[src/rtl/imm_decode_pipe_pkg.sv]
// Shared types and opcode constants for the registered immediate decoder.
package imm_pkg;

  typedef enum logic [2:0] {
    FMT_R   = 3'd0,
    FMT_I   = 3'd1,
    FMT_S   = 3'd2,
    FMT_B   = 3'd3,
    FMT_U   = 3'd4,
    FMT_J   = 3'd5,
    FMT_Z   = 3'd6,
    FMT_ILL = 3'd7
  } imm_fmt_e;

  // Occupancy of the head/skid pair.
  typedef enum logic [1:0] {
    OCC_EMPTY = 2'd0,
    OCC_ONE   = 2'd1,
    OCC_FULL  = 2'd2
  } occ_e;

  localparam logic [6:0] OPC_LUI      = 7'b0110111;
  localparam logic [6:0] OPC_AUIPC    = 7'b0010111;
  localparam logic [6:0] OPC_JAL      = 7'b1101111;
  localparam logic [6:0] OPC_JALR     = 7'b1100111;
  localparam logic [6:0] OPC_BRANCH   = 7'b1100011;
  localparam logic [6:0] OPC_LOAD     = 7'b0000011;
  localparam logic [6:0] OPC_STORE    = 7'b0100011;
  localparam logic [6:0] OPC_OP_IMM   = 7'b0010011;
  localparam logic [6:0] OPC_OP       = 7'b0110011;
  localparam logic [6:0] OPC_MISC_MEM = 7'b0001111;
  localparam logic [6:0] OPC_SYSTEM   = 7'b1110011;

endpackage

[src/rtl/imm_decode_pipe_extract.sv]
// Combinational opcode classifier and sign-extended immediate builder.
// IMM_CSR_ZIMM_EN selects the zero-extended CSR immediate (format Z).
module imm_extract
  import imm_pkg::*;
#(
  parameter int unsigned XLEN = 32
) (
  input  logic [31:0]     inst_i,
  output logic [XLEN-1:0] imm_o,
  output imm_fmt_e        fmt_o,
  output logic            illegal_o
);

  always_comb begin
    imm_o     = '0;
    fmt_o     = FMT_ILL;
    illegal_o = 1'b0;
    case (inst_i[6:0])
      OPC_LUI, OPC_AUIPC: begin
        fmt_o = FMT_U;
        imm_o = XLEN'($signed({inst_i[31:12], 12'b0}));
      end
      OPC_JAL: begin
        fmt_o = FMT_J;
        imm_o = XLEN'($signed({inst_i[31], inst_i[19:12], inst_i[20], inst_i[30:21], 1'b0}));
      end
      OPC_JALR, OPC_LOAD, OPC_OP_IMM, OPC_MISC_MEM: begin
        fmt_o = FMT_I;
        imm_o = XLEN'($signed(inst_i[31:20]));
      end
      OPC_SYSTEM: begin
`ifdef IMM_CSR_ZIMM_EN
        if (inst_i[14]) begin
          fmt_o = FMT_Z;
          imm_o = XLEN'(inst_i[19:15]);
        end else begin
          fmt_o = FMT_I;
          imm_o = XLEN'($signed(inst_i[31:20]));
        end
`else
        fmt_o = FMT_I;
        imm_o = XLEN'($signed(inst_i[31:20]));
`endif
      end
      OPC_BRANCH: begin
        fmt_o = FMT_B;
        imm_o = XLEN'($signed({inst_i[31], inst_i[7], inst_i[30:25], inst_i[11:8], 1'b0}));
      end
      OPC_STORE: begin
        fmt_o = FMT_S;
        imm_o = XLEN'($signed({inst_i[31:25], inst_i[11:7]}));
      end
      OPC_OP: begin
        fmt_o = FMT_R;
      end
      default: begin
        illegal_o = 1'b1;
      end
    endcase
  end

endmodule

[src/rtl/imm_decode_pipe.sv]
// Registered immediate decoder with a two-entry head/skid FIFO on valid/ready.
// IMM_CSR_ZIMM_EN (handled in imm_extract) enables the CSR zimm format.
module imm_decode_pipe
  import imm_pkg::*;
#(
  parameter int unsigned XLEN  = 32,
  parameter int unsigned TAG_W = 32
) (
  input  logic             clk,
  input  logic             reset,
  input  logic             flush,
  input  logic             in_valid,
  output logic             in_ready,
  input  logic [31:0]      in_inst,
  input  logic [TAG_W-1:0] in_tag,
  output logic             out_valid,
  input  logic             out_ready,
  output logic [XLEN-1:0]  out_imm,
  output imm_fmt_e         out_fmt,
  output logic             out_illegal,
  output logic [TAG_W-1:0] out_tag
);

  if (XLEN != 32 && XLEN != 64) begin : g_bad_xlen
    $error("imm_decode_pipe: XLEN must be 32 or 64");
  end

  typedef struct packed {
    logic [XLEN-1:0]  imm;
    imm_fmt_e         fmt;
    logic             illegal;
    logic [TAG_W-1:0] tag;
  } entry_t;

  occ_e            occ_q, occ_d;
  entry_t          head_q, head_d;
  entry_t          skid_q, skid_d;
  entry_t          new_entry;
  logic [XLEN-1:0] dec_imm;
  imm_fmt_e        dec_fmt;
  logic            dec_illegal;
  logic            push;
  logic            pop;

  imm_extract #(
    .XLEN(XLEN)
  ) u_extract (
    .inst_i   (in_inst),
    .imm_o    (dec_imm),
    .fmt_o    (dec_fmt),
    .illegal_o(dec_illegal)
  );

  // Handshake depends only on the occupancy register, never on out_ready.
  assign in_ready  = (occ_q != OCC_FULL);
  assign out_valid = (occ_q != OCC_EMPTY);
  assign push      = in_valid & in_ready;
  assign pop       = out_valid & out_ready;

  always_comb begin
    new_entry.imm     = dec_imm;
    new_entry.fmt     = dec_fmt;
    new_entry.illegal = dec_illegal;
    new_entry.tag     = in_tag;
  end

  always_comb begin
    occ_d  = occ_q;
    head_d = head_q;
    skid_d = skid_q;
    if (flush) begin
      occ_d = OCC_EMPTY;
    end else begin
      case (occ_q)
        OCC_EMPTY: begin
          if (push) begin
            head_d = new_entry;
            occ_d  = OCC_ONE;
          end
        end
        OCC_ONE: begin
          if (push && pop) begin
            head_d = new_entry;
          end else if (push) begin
            skid_d = new_entry;
            occ_d  = OCC_FULL;
          end else if (pop) begin
            occ_d = OCC_EMPTY;
          end
        end
        OCC_FULL: begin
          if (pop) begin
            head_d = skid_q;
            occ_d  = OCC_ONE;
          end
        end
        default: begin
          occ_d = OCC_EMPTY;
        end
      endcase
    end
  end

  always_ff @(posedge clk) begin
    if (reset) begin
      occ_q  <= OCC_EMPTY;
      head_q <= '0;
      skid_q <= '0;
    end else begin
      occ_q  <= occ_d;
      head_q <= head_d;
      skid_q <= skid_d;
    end
  end

  assign out_imm     = head_q.imm;
  assign out_fmt     = head_q.fmt;
  assign out_illegal = head_q.illegal;
  assign out_tag     = head_q.tag;

endmodule

[config.mk]
export PLATFORM = sky130hd
export DESIGN_NAME = imm_decode_pipe
export DESIGN_NICKNAME = d
export VERILOG_FILES = /design/src/rtl/imm_decode_pipe_pkg.sv /design/src/rtl/imm_decode_pipe_extract.sv /design/src/rtl/imm_decode_pipe.sv
export SDC_FILE = /design/constraint.sdc
export NUM_CORES = 1
export LEC_CHECK = 0
export ABC_AREA = 1
export BUFFER_PORTS_ARGS = -buffer_cell sky130_fd_sc_hd__buf_2
export CORE_ASPECT_RATIO = 1.25
export CORE_MARGIN = 2
export CORE_UTILIZATION = 50
export DETAILED_ROUTE_END_ITERATION = 8
export PLACE_DENSITY = 0.86
export SLEW_MARGIN = 20
export SYNTH_ARGS = -nofsm -noshare
export SYNTH_HDL_FRONTEND = slang
export SYNTH_SLANG_ARGS = --single-unit
[constraint.sdc]
create_clock -name clk -period 3.89 [get_ports clk]
set_clock_uncertainty 0.05 [all_clocks]
set_input_delay 0.778 -clock clk [delete_from_list [all_inputs] [get_ports clk]]
set_output_delay 0.778 -clock clk [all_outputs]
set_load 0.01 [all_outputs]
=== Yosys cells after proc, flatten, opt, wreduce, memory -nomap -nowiden ===
Index checks and enable logic that the tools add are counted.

* Output and inout bits: 70
* Bits in registers: 138

* Reduce and logical (&&, ||, !) cells: 11
* Bitwise operators: 4
* Muxes and demuxes: 13
* Eq/ne operators: 19

{| class="wikitable"
|+ Operators with widths
! operator !! count
|-
| 68-bit two-way mux || 3
|-
| 68-bit case mux with 3 select lines || 1
|-
| 32-bit case mux with 5 select lines || 1
|-
| 7-bit == test (second input constant) || 4
|-
| 7-bit by 6-bit == test with 1-bit output (second input constant) || 3
|-
| 3-bit case mux with 6 select lines || 1
|-
| 7-bit by 5-bit == test with 1-bit output (second input constant) || 2
|-
| 11-bit OR reduction || 1
|-
| 2-bit two-way mux || 5
|-
| 2-bit != test (second input constant) || 5
|-
| 4-bit AND reduction || 2
|-
| 7-bit by 2-bit == test with 1-bit output (second input constant) || 1
|-
| 7-bit by 4-bit == test with 1-bit output (second input constant) || 1
|-
| 2-bit case mux with 3 select lines || 1
|-
| 5-bit AND reduction || 1
|-
| 5-bit OR reduction || 1
|-
| 2-bit OR reduction || 2
|-
| 3-bit != test (second input constant) || 1
|-
| 3-bit nonzero test || 1
|-
| 1-bit AND || 2
|-
| 2-bit by 1-bit == test with 1-bit output (second input constant) || 1
|-
| 2-bit == test (second input constant) || 1
|-
| 2-bit zero test || 1
|-
| 1-bit NOT || 2
|-
| other kinds (3) || 3
|}

=== Longest topological paths before layout ===
* Depth after elaboration: 6
* Gate-level depth with buffers: 11
* Depth with buffers taken out: 10

=== Hierarchy ===
Synthesis repeated with hierarchy kept, for this count alone.

* Cells, all modules: 1125
* Area, all modules: 6995.5 um2

{| class="wikitable"
|+ Modules (own cells, without submodules)
! module !! area each (um2) !! times used !! cells an instance !! seq. area each (um2)
|-
| imm_decode_pipe || 6291.0 || 1 || 984 || 2762.6
|-
| imm_extract || 704.4 || 1 || 141 || 0.0
|}

=== Worst setup path after synthesis ===
No wires, ideal clock.

* Kind: input to register
* Start: input in_inst[1]
* End: register head_q (netlist bit out_imm[21])
* Setup slack: 1.907 ns
* Stages: 9
* Path buffers: 1
* Arrival: 1.863 ns
* Required time: 3.770 ns
* Path through: nand2_1 -> nor2_2 -> nand3b_1 -> nand2_1 -> inv_1 -> buf_2 -> nand3_1 -> nand2_1 -> a21oi_1

* Cells in the longest elaborated chain, start to end: 5

{| class="wikitable"
|+ Ends and longest elaborated chain
! element !! line !! RTL
|-
| start: declaration || imm_decode_pipe.sv:14 || <nowiki>input logic [31:0] in_inst,</nowiki>
|-
| 7-bit == test, or another cell as far along || imm_decode_pipe_extract.sv:18 || <nowiki>case (inst_i[6:0])</nowiki>
|-
| 5-bit OR reduction (no source line) or 2-bit OR reduction (tied branches) || - ||
|-
| 32-bit case mux with 5 select lines (*) || imm_decode_pipe_extract.sv:18 ||
|-
| 68-bit two-way mux, on equally long branches || imm_decode_pipe.sv:82, imm_decode_pipe.sv:76 ||
|-
| 68-bit case mux with 3 select lines (*) || imm_decode_pipe.sv:74 || <nowiki>case (occ_q)</nowiki>
|-
| end signal: assignment || imm_decode_pipe.sv:107 || <nowiki>head_q <= '0;</nowiki>
|-
| end signal: assignment || imm_decode_pipe.sv:111 || <nowiki>head_q <= head_d;</nowiki>
|-
| end: declaration || imm_decode_pipe.sv:36 || <nowiki>entry_t head_q, head_d;</nowiki>
|}

Every way passes the cells marked *; elsewhere a longest branch is shown, timed or not. The select of a mux whose other input is x is not followed.
A chain may end at the register's enable or synchronous reset.

=== Worst setup path in the final report ===
* Start: register occ_q[0]
* End: output in_ready

* Cells in the longest elaborated chain, start to end: 1

{| class="wikitable"
|+ Ends and longest elaborated chain
! element !! line !! RTL
|-
| start: declaration || imm_decode_pipe.sv:35 || <nowiki>occ_e occ_q, occ_d;</nowiki>
|-
| start signal: assignment || imm_decode_pipe.sv:106 || <nowiki>occ_q <= OCC_EMPTY;</nowiki>
|-
| start signal: assignment || imm_decode_pipe.sv:110 || <nowiki>occ_q <= occ_d;</nowiki>
|-
| 2-bit != test || imm_decode_pipe.sv:55 || <nowiki>assign in_ready = (occ_q != OCC_FULL);</nowiki>
|-
| end: declaration || imm_decode_pipe.sv:13 || <nowiki>output logic in_ready,</nowiki>
|}

No other way between the ends.

==> results.toml <==
[floorplan]
die_w_um = 105.6
rows = 46
coreArea_um2 = 12660
io_pins = 139
design.die.area_um2 = 13850
initial_core_util_pct = 51.00
die_height_um = 131.1

[clocking]
cts_buffers = 17
cts.clk_slew.worst_paths_ns = 0.05
clk_path_buf_depth = 2
cts_sinks = 138
cts_tree = "done"
cts_setup_buffers = 0
holdBufCountCts = 0
cts_root_buffer = "clkbuf_16"
cts_max_level = 4
clk_latency_ns = 0.42
ctsResizeCount = 0

[cells_and_area]
drive_gt1_share_pct = 17.52
multiInputGateArea_um2 = 3039
area_growth_syn_to_layout_pct = 20.00
n_antenna_cell = 0
instances_no_fill = 1258
seq_area_um2 = 2764
nets = 1146
fillers = 1219
final_util_pct = 61.20

[critical_path]
path_max_fanout = 86
cp.required_ns = 3.06
critical_path_class = "reg -> out"
startpoint_type = "flop"
critPathCaptureType = "output pin"
crit_arrival_ns = 2.23

[yosys]
synth.top_cells.by_count = "241 x nand2_1, 138 x dfxtp_1, 122 x nor2_1"
synthXorXnorAreaFrac_pct = 0
synth_compound_area_share_pct = 17.30
synth-edff-count = 0
ys_seq_area_share_pct = 42.78
synth_most_common_cell = "nand2_1"
synth.area.mux_share_pct = 0
netlist_area_um2 = 6457
yosys.area.top_type = "dfxtp_1"
synth-simple-area-share_pct = 29.37
synth.top_cells.by_area = "dfxtp_1 43%, nand2_1 14%, nor2_1 7.1%"
synth_warnings = 0
ys_types = 26
synth_top_family_by_area = "simple AND/OR/NAND/NOR gates"
synthAdderAreaFrac_pct = 0
synthesis.nets = 1051
syn_inst = 982
avgSynthCellArea_um2 = 6.576
synth_seq_cells = 138
synth_top_flop_cell = "dfxtp_1"
post-synth-top-area-fraction_pct = 42.78
async_reset_ff_share_pct = 0

[detailed_routing]
first_pass_iters = 5
viasPerCell = 5.317
wire_per_inst_um = 14.07
ant_nets = 0
drc = 0
drtIter0Drc = 496
wirelength_um = 17700
vias = 6689

[placed_design]
post-place-ws_ns = 1.094
dp.cells = 1226
place_congestion = 0.9474
portBuffers = 138
dp_hpwl_um = 10800

[sta]
setup_ws_ns = 0.8283
setup_viol = 0
tns_ns = 0
period_share_pct = 78.71
fmax_mhz = 326.6
hold_viol = 0
rsz0062_at_grt = "no"
relSlewSlack_pct = 35.77
fin_crit_ns = 3.062
whs_ns = 0.3967
worst_pin_slew_ns = 0.9616
slew_viol_final = 0

[global_routing]
grt_max_degree = 105
grt_pass1_vias = 5878
grt_overflow = 0
antenna_found_initial = 0
grtUsageTotal_pct = 25.60
grt_pass1_wl_um = 28550

[power]
clockPowerShare_pct = 46.7
switching_power_uw = 891.9
power_density_nw_per_um2 = 452.9
ir_drop_mv = 0.2121
power.share.switching_pct = 25.42
sequentialPowerShare_pct = 42.9
power_leakage_nw = 3.924
p_comb_share_pct = 10.4
p_int_mw = 2.617

[run]
max-cap-violations = 0

[min_path]
hold_class = "reg -> reg"

[run_status]
outcome = "finished clean"
## critical path, stage by stage (launching register included)
cell,delay [ns]
dfxtp_1,0.42
inv_2,0.22
nand2_2,0.16
buf_4,0.72
buf_2,0.27
## layout by cell type (no fill, tap or decap), drive strengths merged
master / n
clkinv: 4
a31oi: 36
a21oi: 89
nand3b: 2
bufinv: 3
nand3: 88
o211ai: 1
nand2: 243
nand4: 3
nor2: 126
clkbuf: 19
inv: 102
clkinvlp: 4
dfxtp: 138
o21ai: 84
a211oi: 1
buf: 147
## flip-flops by register name, summed over array words and instances, names as in the netlist
signal	cells
skid_q	68
out_imm	32
out_tag	32
out_fmt	3
occ_q	2
out_illegal	1
## cells by family after synthesis
logic type | after synthesis
AOI/OAI and AO/OA | 211
and+or+nand+nor | 462
DFF | 138
buffers and inverters | 171
## final cells by class
| cell class | count | share of cell area (%) |
|---|---|---|
| multi-input combinational | 673 | 39.22 |
| sequential | 138 | 35.67 |
| timing repair buffer | 147 | 9.785 |
| clock buffer | 19 | 5.587 |
| inverter | 100 | 4.844 |
| tap | 168 | 2.713 |
| clock inverter | 13 | 2.180 |
## routing by layer
layer	up-vias	global-route usage (%)	share of wire, %
met5	-	0	0
met4	0	10.45	2.2
met3	36	5.437	7.2
met2	299	42.20	47
met1	2999	32.94	43
li1	3355	-	-
## final timing paths
check                   from          to  slack (ns)  cells after the start
setup / recovery    occ_q[0]    in_ready        0.83                      4
hold / removal    skid_q[19]  skid_q[19]        0.40                      2
setup reg to reg    occ_q[0]  skid_q[36]        1.21                      7
hold reg to reg   skid_q[19]  skid_q[19]        0.40                      2
## power groups by stage
stage	logic, mW	clock network, mW	registers [mW]
5_1_grt	0.412	1.72	1.51
6_report	0.366	1.64	1.50
3_5_place_dp	0.362	0	1.53
4_1_cts	0.366	1.66	1.50
3_3_place_gp	0.357	0	1.53
2_1_floorplan	0.207	0	1.55
## stage by stage
stage	cell area (um2)	power, mW
6_report	7749	3.509
4_1_cts	7740	3.533
5_1_grt	7749	3.645
2_1_floorplan	6457	1.757
3_5_place_dp	7138	1.896
3_3_place_gp	7138	1.890
No activity file was read; power rests on OpenSTA's default activity.
